<file path="src/rtl/decode_dispatch_queue_pkg.sv">
// Shared widths and packed entry layout for the decode mux, dispatch queue and dispatch stage.
// Everything that builds or unpacks a queue entry imports this package so the bit layout stays in step.
package decode_dispatch_queue_pkg;

    localparam int ADDRESS_WIDTH             = 64;
    localparam int OPCODE_SIZE               = 6;
    localparam int FUNC_UNIT_CODE_SIZE       = 3;
    localparam int INSTRUCTION_COUNTER_WIDTH = 64;
    localparam int INST_MIN_ID_WIDTH         = 7;
    localparam int PID_SIZE                  = 20;
    localparam int TID_SIZE                  = 16;
    localparam int REG_SIZE                  = 5;
    localparam int IMM_WIDTH                 = 64;
    localparam int QUEUE_DEPTH               = 8;
    localparam int STALL_SLACK               = 3;

    typedef enum logic [FUNC_UNIT_CODE_SIZE-1:0] {
        FU_FX     = 3'd0,
        FU_FP     = 3'd1,
        FU_VX     = 3'd2,
        FU_CR     = 3'd3,
        FU_LS     = 3'd4,
        FU_BRANCH = 3'd6
    } func_unit_e;

    // Field order here is the packed entry layout, MSB first.
    typedef struct packed {
        logic [OPCODE_SIZE-1:0]               opcode;
        logic [ADDRESS_WIDTH-1:0]             address;
        logic [FUNC_UNIT_CODE_SIZE-1:0]       func_unit_type;
        logic [INSTRUCTION_COUNTER_WIDTH-1:0] maj_id;
        logic [INST_MIN_ID_WIDTH-1:0]         min_id;
        logic                                 is_64bit;
        logic [PID_SIZE-1:0]                  pid;
        logic [TID_SIZE-1:0]                  tid;
        logic [REG_SIZE-1:0]                  op1;
        logic [REG_SIZE-1:0]                  op2;
        logic [REG_SIZE-1:0]                  op3;
        logic [REG_SIZE-1:0]                  op4;
        logic [IMM_WIDTH-1:0]                 imm;
    } entry_t;

    localparam int ENTRY_WIDTH = $bits(entry_t);

    localparam int IMM_LSB     = 0;
    localparam int OP4_LSB     = IMM_LSB + IMM_WIDTH;
    localparam int OP3_LSB     = OP4_LSB + REG_SIZE;
    localparam int OP2_LSB     = OP3_LSB + REG_SIZE;
    localparam int OP1_LSB     = OP2_LSB + REG_SIZE;
    localparam int TID_LSB     = OP1_LSB + REG_SIZE;
    localparam int PID_LSB     = TID_LSB + TID_SIZE;
    localparam int IS64_LSB    = PID_LSB + PID_SIZE;
    localparam int MINID_LSB   = IS64_LSB + 1;
    localparam int MAJID_LSB   = MINID_LSB + INST_MIN_ID_WIDTH;
    localparam int FUNIT_LSB   = MAJID_LSB + INSTRUCTION_COUNTER_WIDTH;
    localparam int ADDRESS_LSB = FUNIT_LSB + FUNC_UNIT_CODE_SIZE;
    localparam int OPCODE_LSB  = ADDRESS_LSB + ADDRESS_WIDTH;

endpackage

</file>
<file path="src/rtl/decode_dispatch_queue_storage.sv">
// Entry storage for the dispatch queue: DEPTH x WIDTH registers, one write port, one async read port.
// Contents are never reset; the owner tracks which slots are live.
module decode_dispatch_queue_storage #(
    parameter int DEPTH = 8,
    parameter int WIDTH = 32
) (
    input  logic                     clock_i,
    input  logic                     wr_en_i,
    input  logic [$clog2(DEPTH)-1:0] wr_addr_i,
    input  logic [WIDTH-1:0]         wr_data_i,
    input  logic [$clog2(DEPTH)-1:0] rd_addr_i,
    output logic [WIDTH-1:0]         rd_data_o
);

    logic [WIDTH-1:0] mem_q [DEPTH];

    always_ff @(posedge clock_i) begin
        if (wr_en_i) begin
            mem_q[wr_addr_i] <= wr_data_i;
        end
    end

    assign rd_data_o = mem_q[rd_addr_i];

endmodule

</file>
<file path="src/rtl/decode_dispatch_queue.sv">
// In-order elastic buffer between the decode mux and dispatch: valid/ready on the head,
// early stall toward fetch/decode, flush on redirect, sticky overflow on a dropped push.
module decode_dispatch_queue
    import decode_dispatch_queue_pkg::*;
#(
    parameter int queueDepth = QUEUE_DEPTH,
    parameter int stallSlack = STALL_SLACK
) (
    input  logic                                 clock_i,
    input  logic                                 reset_i,
    input  logic                                 flush_i,
    input  logic                                 enable_i,
    input  logic [OPCODE_SIZE-1:0]               opcode_i,
    input  logic [ADDRESS_WIDTH-1:0]             address_i,
    input  logic [FUNC_UNIT_CODE_SIZE-1:0]       funcUnitType_i,
    input  logic [INSTRUCTION_COUNTER_WIDTH-1:0] majID_i,
    input  logic [INST_MIN_ID_WIDTH-1:0]         minID_i,
    input  logic                                 is64Bit_i,
    input  logic [PID_SIZE-1:0]                  pid_i,
    input  logic [TID_SIZE-1:0]                  tid_i,
    input  logic [REG_SIZE-1:0]                  op1_i,
    input  logic [REG_SIZE-1:0]                  op2_i,
    input  logic [REG_SIZE-1:0]                  op3_i,
    input  logic [REG_SIZE-1:0]                  op4_i,
    input  logic [IMM_WIDTH-1:0]                 imm_i,
    output logic                                 stall_o,
    output logic                                 overflow_o,
    output logic                                 valid_o,
    input  logic                                 ready_i,
    output logic [OPCODE_SIZE-1:0]               opcode_o,
    output logic [ADDRESS_WIDTH-1:0]             address_o,
    output logic [FUNC_UNIT_CODE_SIZE-1:0]       funcUnitType_o,
    output logic [INSTRUCTION_COUNTER_WIDTH-1:0] majID_o,
    output logic [INST_MIN_ID_WIDTH-1:0]         minID_o,
    output logic                                 is64Bit_o,
    output logic [PID_SIZE-1:0]                  pid_o,
    output logic [TID_SIZE-1:0]                  tid_o,
    output logic [REG_SIZE-1:0]                  op1_o,
    output logic [REG_SIZE-1:0]                  op2_o,
    output logic [REG_SIZE-1:0]                  op3_o,
    output logic [REG_SIZE-1:0]                  op4_o,
    output logic [IMM_WIDTH-1:0]                 imm_o
);

    localparam int PTR_W = $clog2(queueDepth);
    localparam logic [PTR_W:0] FULL_CNT  = (PTR_W+1)'(queueDepth);
    localparam logic [PTR_W:0] STALL_CNT = (PTR_W+1)'(queueDepth - stallSlack);

    logic [PTR_W-1:0] head_q, head_d;
    logic [PTR_W-1:0] tail_q, tail_d;
    logic [PTR_W:0]   count_q, count_d;
    logic             overflow_q, overflow_d;
    logic             push, pop, full;
    entry_t           wr_entry, rd_entry, head_entry;

    assign wr_entry = '{
        opcode:         opcode_i,
        address:        address_i,
        func_unit_type: funcUnitType_i,
        maj_id:         majID_i,
        min_id:         minID_i,
        is_64bit:       is64Bit_i,
        pid:            pid_i,
        tid:            tid_i,
        op1:            op1_i,
        op2:            op2_i,
        op3:            op3_i,
        op4:            op4_i,
        imm:            imm_i
    };

    always_comb begin
        full    = (count_q == FULL_CNT);
        valid_o = (count_q != '0);
        pop     = valid_o & ready_i;
        // A full queue still takes a push when the head leaves in the same cycle.
        push    = enable_i & ~flush_i & (~full | pop);

        head_d     = head_q;
        tail_d     = tail_q;
        count_d    = count_q;
        overflow_d = overflow_q | (enable_i & ~flush_i & full & ~pop);

        if (flush_i) begin
            head_d  = '0;
            tail_d  = '0;
            count_d = '0;
        end else begin
            head_d  = head_q + PTR_W'(pop);
            tail_d  = tail_q + PTR_W'(push);
            count_d = count_q + (PTR_W+1)'(push) - (PTR_W+1)'(pop);
        end
    end

    always_ff @(posedge clock_i) begin
        if (reset_i) begin
            head_q     <= '0;
            tail_q     <= '0;
            count_q    <= '0;
            overflow_q <= 1'b0;
        end else begin
            head_q     <= head_d;
            tail_q     <= tail_d;
            count_q    <= count_d;
            overflow_q <= overflow_d;
        end
    end

    decode_dispatch_queue_storage #(
        .DEPTH (queueDepth),
        .WIDTH (ENTRY_WIDTH)
    ) u_storage (
        .clock_i   (clock_i),
        .wr_en_i   (push),
        .wr_addr_i (tail_q),
        .wr_data_i (wr_entry),
        .rd_addr_i (head_q),
        .rd_data_o (rd_entry)
    );

    // Stale slot contents are masked so an empty queue presents zeros.
    assign head_entry = valid_o ? rd_entry : '0;

    assign stall_o        = (count_q >= STALL_CNT);
    assign overflow_o     = overflow_q;
    assign opcode_o       = head_entry.opcode;
    assign address_o      = head_entry.address;
    assign funcUnitType_o = head_entry.func_unit_type;
    assign majID_o        = head_entry.maj_id;
    assign minID_o        = head_entry.min_id;
    assign is64Bit_o      = head_entry.is_64bit;
    assign pid_o          = head_entry.pid;
    assign tid_o          = head_entry.tid;
    assign op1_o          = head_entry.op1;
    assign op2_o          = head_entry.op2;
    assign op3_o          = head_entry.op3;
    assign op4_o          = head_entry.op4;
    assign imm_o          = head_entry.imm;

endmodule
</file>
<file path="config.mk">
export PLATFORM = sky130hd
export DESIGN_NAME = decode_dispatch_queue
export DESIGN_NICKNAME = d
export VERILOG_FILES = /design/src/rtl/decode_dispatch_queue_pkg.sv /design/src/rtl/decode_dispatch_queue_storage.sv /design/src/rtl/decode_dispatch_queue.sv
export SDC_FILE = /design/constraint.sdc
export NUM_CORES = 2
export LEC_CHECK = 0
export CAP_MARGIN = 0
export CORE_ASPECT_RATIO = 0.9
export CORE_MARGIN = 2
export CORE_UTILIZATION = 55
export DETAILED_ROUTE_END_ITERATION = 10
export PLACE_DENSITY = 0.79
export SYNTH_ARGS = -nofsm -noshare
export SYNTH_HDL_FRONTEND = slang
export SYNTH_SLANG_ARGS = --single-unit
</file>
<file path="constraint.sdc">
create_clock -name clock_i -period 69.4 [get_ports clock_i]
set_clock_uncertainty 0.1 [all_clocks]
set_input_delay 6.94 -clock clock_i [delete_from_list [all_inputs] [get_ports clock_i]]
set_output_delay 6.94 -clock clock_i [all_outputs]
set_load 0.01 [all_outputs]
</file>
==> flow_metrics.py <==
metrics = {
    "outcome": {
        "run_status": "finished clean",
    },
    "die": {
        "std_cell_rows": 132,
        "core_area_um2": 144000,
        "num_io_pins": 538,
        "dieArea_um2": 148000,
        "chipWidth_um": 406,
        "floorplan.die.height_um": 366,
        "floorplan.initialDensity_pct": 55.5,
    },
    "place": {
        "gp_congestion": 0.745,
        "placement.setup.worst_slack_ns": 56.86,
        "place_hpwl_um": 89300,
        "placed_cells_incl_taps": 5526,
        "numPortBuffers": 537,
    },
    "final_layout": {
        "fin_cells": 5913,
        "nets": 4064,
        "share_of_final_layout_standard_cells_stronger_than_drive_strength_1_pct": 22.2,
        "areaGrowthSynthToFinish_pct": 17.1,
        "commonest_cells_after_routing_fill_and_taps_aside": "edfxtp_1, clkdlybuf4s50_1, mux4_2",
        "leading_cell_type_in_the_layout_fill_and_taps_excluded": "edfxtp_1",
    },
    "sta": {
        "portion_of_the_clock_cycle_consumed_by_the_worst_path_in_the_final_layout_pct": 19.1,
        "clock.fmax_mhz": 75.6,
        "hold_violations": 0,
        "final-max-slew-violation-count": 0,
        "unrepaired_setup_endpoints_after_global_routing": "false",
        "post_layout_min_period_ns": 13.23,
        "setup_viol": 0,
        "max_slew_margin_pct": 23.5,
        "worst_slew_pin_slew_ns": 1.15,
        "setup_tns_ns": 0,
        "final.setup.worst_slack_ns": 56.17,
    },
    "worst_setup_path": {
        "worstPathMaxFanout": 116,
        "cp_slowest_cell": "buf_4",
        "worstPathArrival_ns": 6.19,
        "timing.setup.critical_path_class": "reg2out",
        "worstPathRequired_ns": 62.36,
        "timing.critical_path.from_type": "register",
        "timing.critical_path.cells": "buf_4 > buf_4 > buf_12 > buf_4 > mux4_2 > a22o_1 > clkdlybuf4s50_1",
        "critical_path.max_stage_delay_ns": 0.89,
        "crit_path_frequent_cell": "buf_4",
        "setup.worst_path.end_class": "output pin",
    },
    "route": {
        "drtAntennaViolNets": 0,
        "remaining_drc_errors": 0,
        "dr.pass1.iters": 5,
        "routed_wl_um": 171000,
        "detailedRoute.firstIterationViolations": 3621,
        "post_drt_wl_per_cell_um": 28.9,
        "detail_route.vias_per_cell": 6.16,
        "routed-via-count": 36400,
    },
    "power_and_ir_drop": {
        "leakage_uw": 0.0285,
        "p_total_uw": 2760,
        "power_per_cell_area_nw_per_um2": 29.5,
        "worst_ir_drop_vdd_mv": 0.0249,
    },
    "clock_tree": {
        "post_cts_setup_repair_buffer_count": 0,
        "clock_tree_from_tritoncts": "built",
        "cts_htree_levels": 4,
        "clk_pin_slew_worst_paths_ns": 0.06,
        "worstSkewPairLatency_ns": 0.82,
        "cts_made_buffers": 198,
        "post_cts_resized": 0,
        "clockBufferDepth": 3,
        "cts_hold_repair.buffers": 0,
        "cts_root_buf": "clkbuf_16",
        "cts.sinks": 2131,
    },
    "synth": {
        "syn-cell-area_um2": 79900,
        "yosysSeqAreaShare_pct": 80.0,
        "synth.distinct_cells": 35,
        "yosys_warnings": 0,
        "synthesized_area_per_cell_um2": 25.2,
        "postSynthRegisterBits": 2131,
        "synthArstFlopShare_pct": 0,
        "postSynthCellCount": 3165,
        "synthFlopType": "edfxtp_1",
        "mappedNetlistNets": 3446,
        "synth_edf_count": 2120,
    },
    "global_routing": {
        "grt_pass1_wl_um": 248000,
        "grt_start_max_net_pins": 122,
        "all_layer_global_routing_usage_pct": 22.9,
        "grt_antenna_before_repair": 49,
        "vias_in_the_first_global_route": 38100,
        "grt_overflow": 0,
    },
    "hold_path": {
        "worst_hold_path_type": "reg2reg",
    },
    "run": {
        "max-cap-violations": 0,
    },
}
-- final cells by class --
class,instances,area [um2]
Clock buffer,247,5140
Multi-Input combinational cell,849,14700
Fill cell,8952,50500
Timing Repair Buffer,596,5960
Clock inverter,116,1290
Sequential cell,2131,63900
Antenna cell,24,60.1
Inverter,7,26.3
Tap cell,1943,2430
-- worst paths after layout --
path	cells after the start	slack, ns	startpoint	end
max reg2reg	8	65.05	count_q[2]	u_storage.mem_q[7][251]
min reg2reg	2	0.35	overflow_o	overflow_o
min	2	0.35	overflow_o	overflow_o
max	7	56.17	head_q[0]	minID_o[4]
-- cell families (layout without fill, tap and decap cells) --
| logic type | Yosys count | in the layout | share of synthesized area [%] |
|---|---|---|---|
| flops | 2131 | 2131 | 80.0 |
| mux | 531 | 531 | 15.0 |
| compound gates | 272 | 272 | 2.96 |
| buf+inv | 185 | 966 | 1.65 |
| simple gates | 32 | 32 | 0.246 |
| fa+ha+maj | 11 | 11 | 0.182 |
| xor+xnor | 3 | 3 | 0.0329 |
| other cells | 0 | 24 | 0 |
-- power by group --
group          internal [uW]  switching (uW)
Combinational            126             132
Clock                    606             459
Sequential              1430            4.29
Total                   2160             596
-- cell usage after synthesis (2+ instances only) --
| cell | instances | share of area (%) |
|---|---|---|
| edfxtp_1 | 2120 | 80 |
| o21ai_0 | 2 | 0.013 |
| inv_1 | 7 | 0.033 |
| nand2_1 | 3 | 0.014 |
| buf_6 | 57 | 0.80 |
| and2_1 | 6 | 0.047 |
| mux4_2 | 530 | 15 |
| nor2_1 | 2 | 0.0094 |
| buf_4 | 31 | 0.29 |
| a22o_1 | 265 | 2.9 |
| clkbuf_1 | 12 | 0.056 |
| nor3b_1 | 2 | 0.019 |
| ha_1 | 10 | 0.16 |
| nor4b_1 | 2 | 0.022 |
| or3_1 | 2 | 0.016 |
| buf_2 | 58 | 0.36 |
| dfxtp_1 | 11 | 0.28 |
| a21oi_1 | 2 | 0.013 |
| nor3_1 | 6 | 0.038 |
| nor2b_1 | 3 | 0.024 |
| xnor2_1 | 2 | 0.022 |
| buf_1 | 19 | 0.089 |
-- metal layers --
layer	routed length (um)	vias up	GRT usage, %
li1	-	15100	-
met1	64200	19400	29.4
met2	85900	1548	37.2
met3	15800	309	7.24
met4	4320	56	7.85
met5	374	-	0
-- critical path: cells and delay by family, from the launching register on --
family,cells,cell delay [ns]
flops,1,0.76
mux,1,0.61
buf+inv,5,3.33
compound gates,1,0.27
-- sequential cells by signal (all words and copies together), names as in the netlist --
| name | flops |
|---|---|
| head_q | 3 |
| u_storage.mem_q | 2120 |
| tail_q | 3 |
| count_q | 4 |
| overflow_o | 1 |
-- stage by stage --
step                      hold WS [ns]  area (um2)  util, %
after floorplan                  0.363       79900        -
after global placement           0.333       87000     60.4
after detailed placement         0.344       87000     60.4
after CTS                        0.353       93500     64.9
after global routing             0.383       93500     64.9
final                            0.352       93500     64.9
No activity file was read; power rests on OpenSTA's default activity.
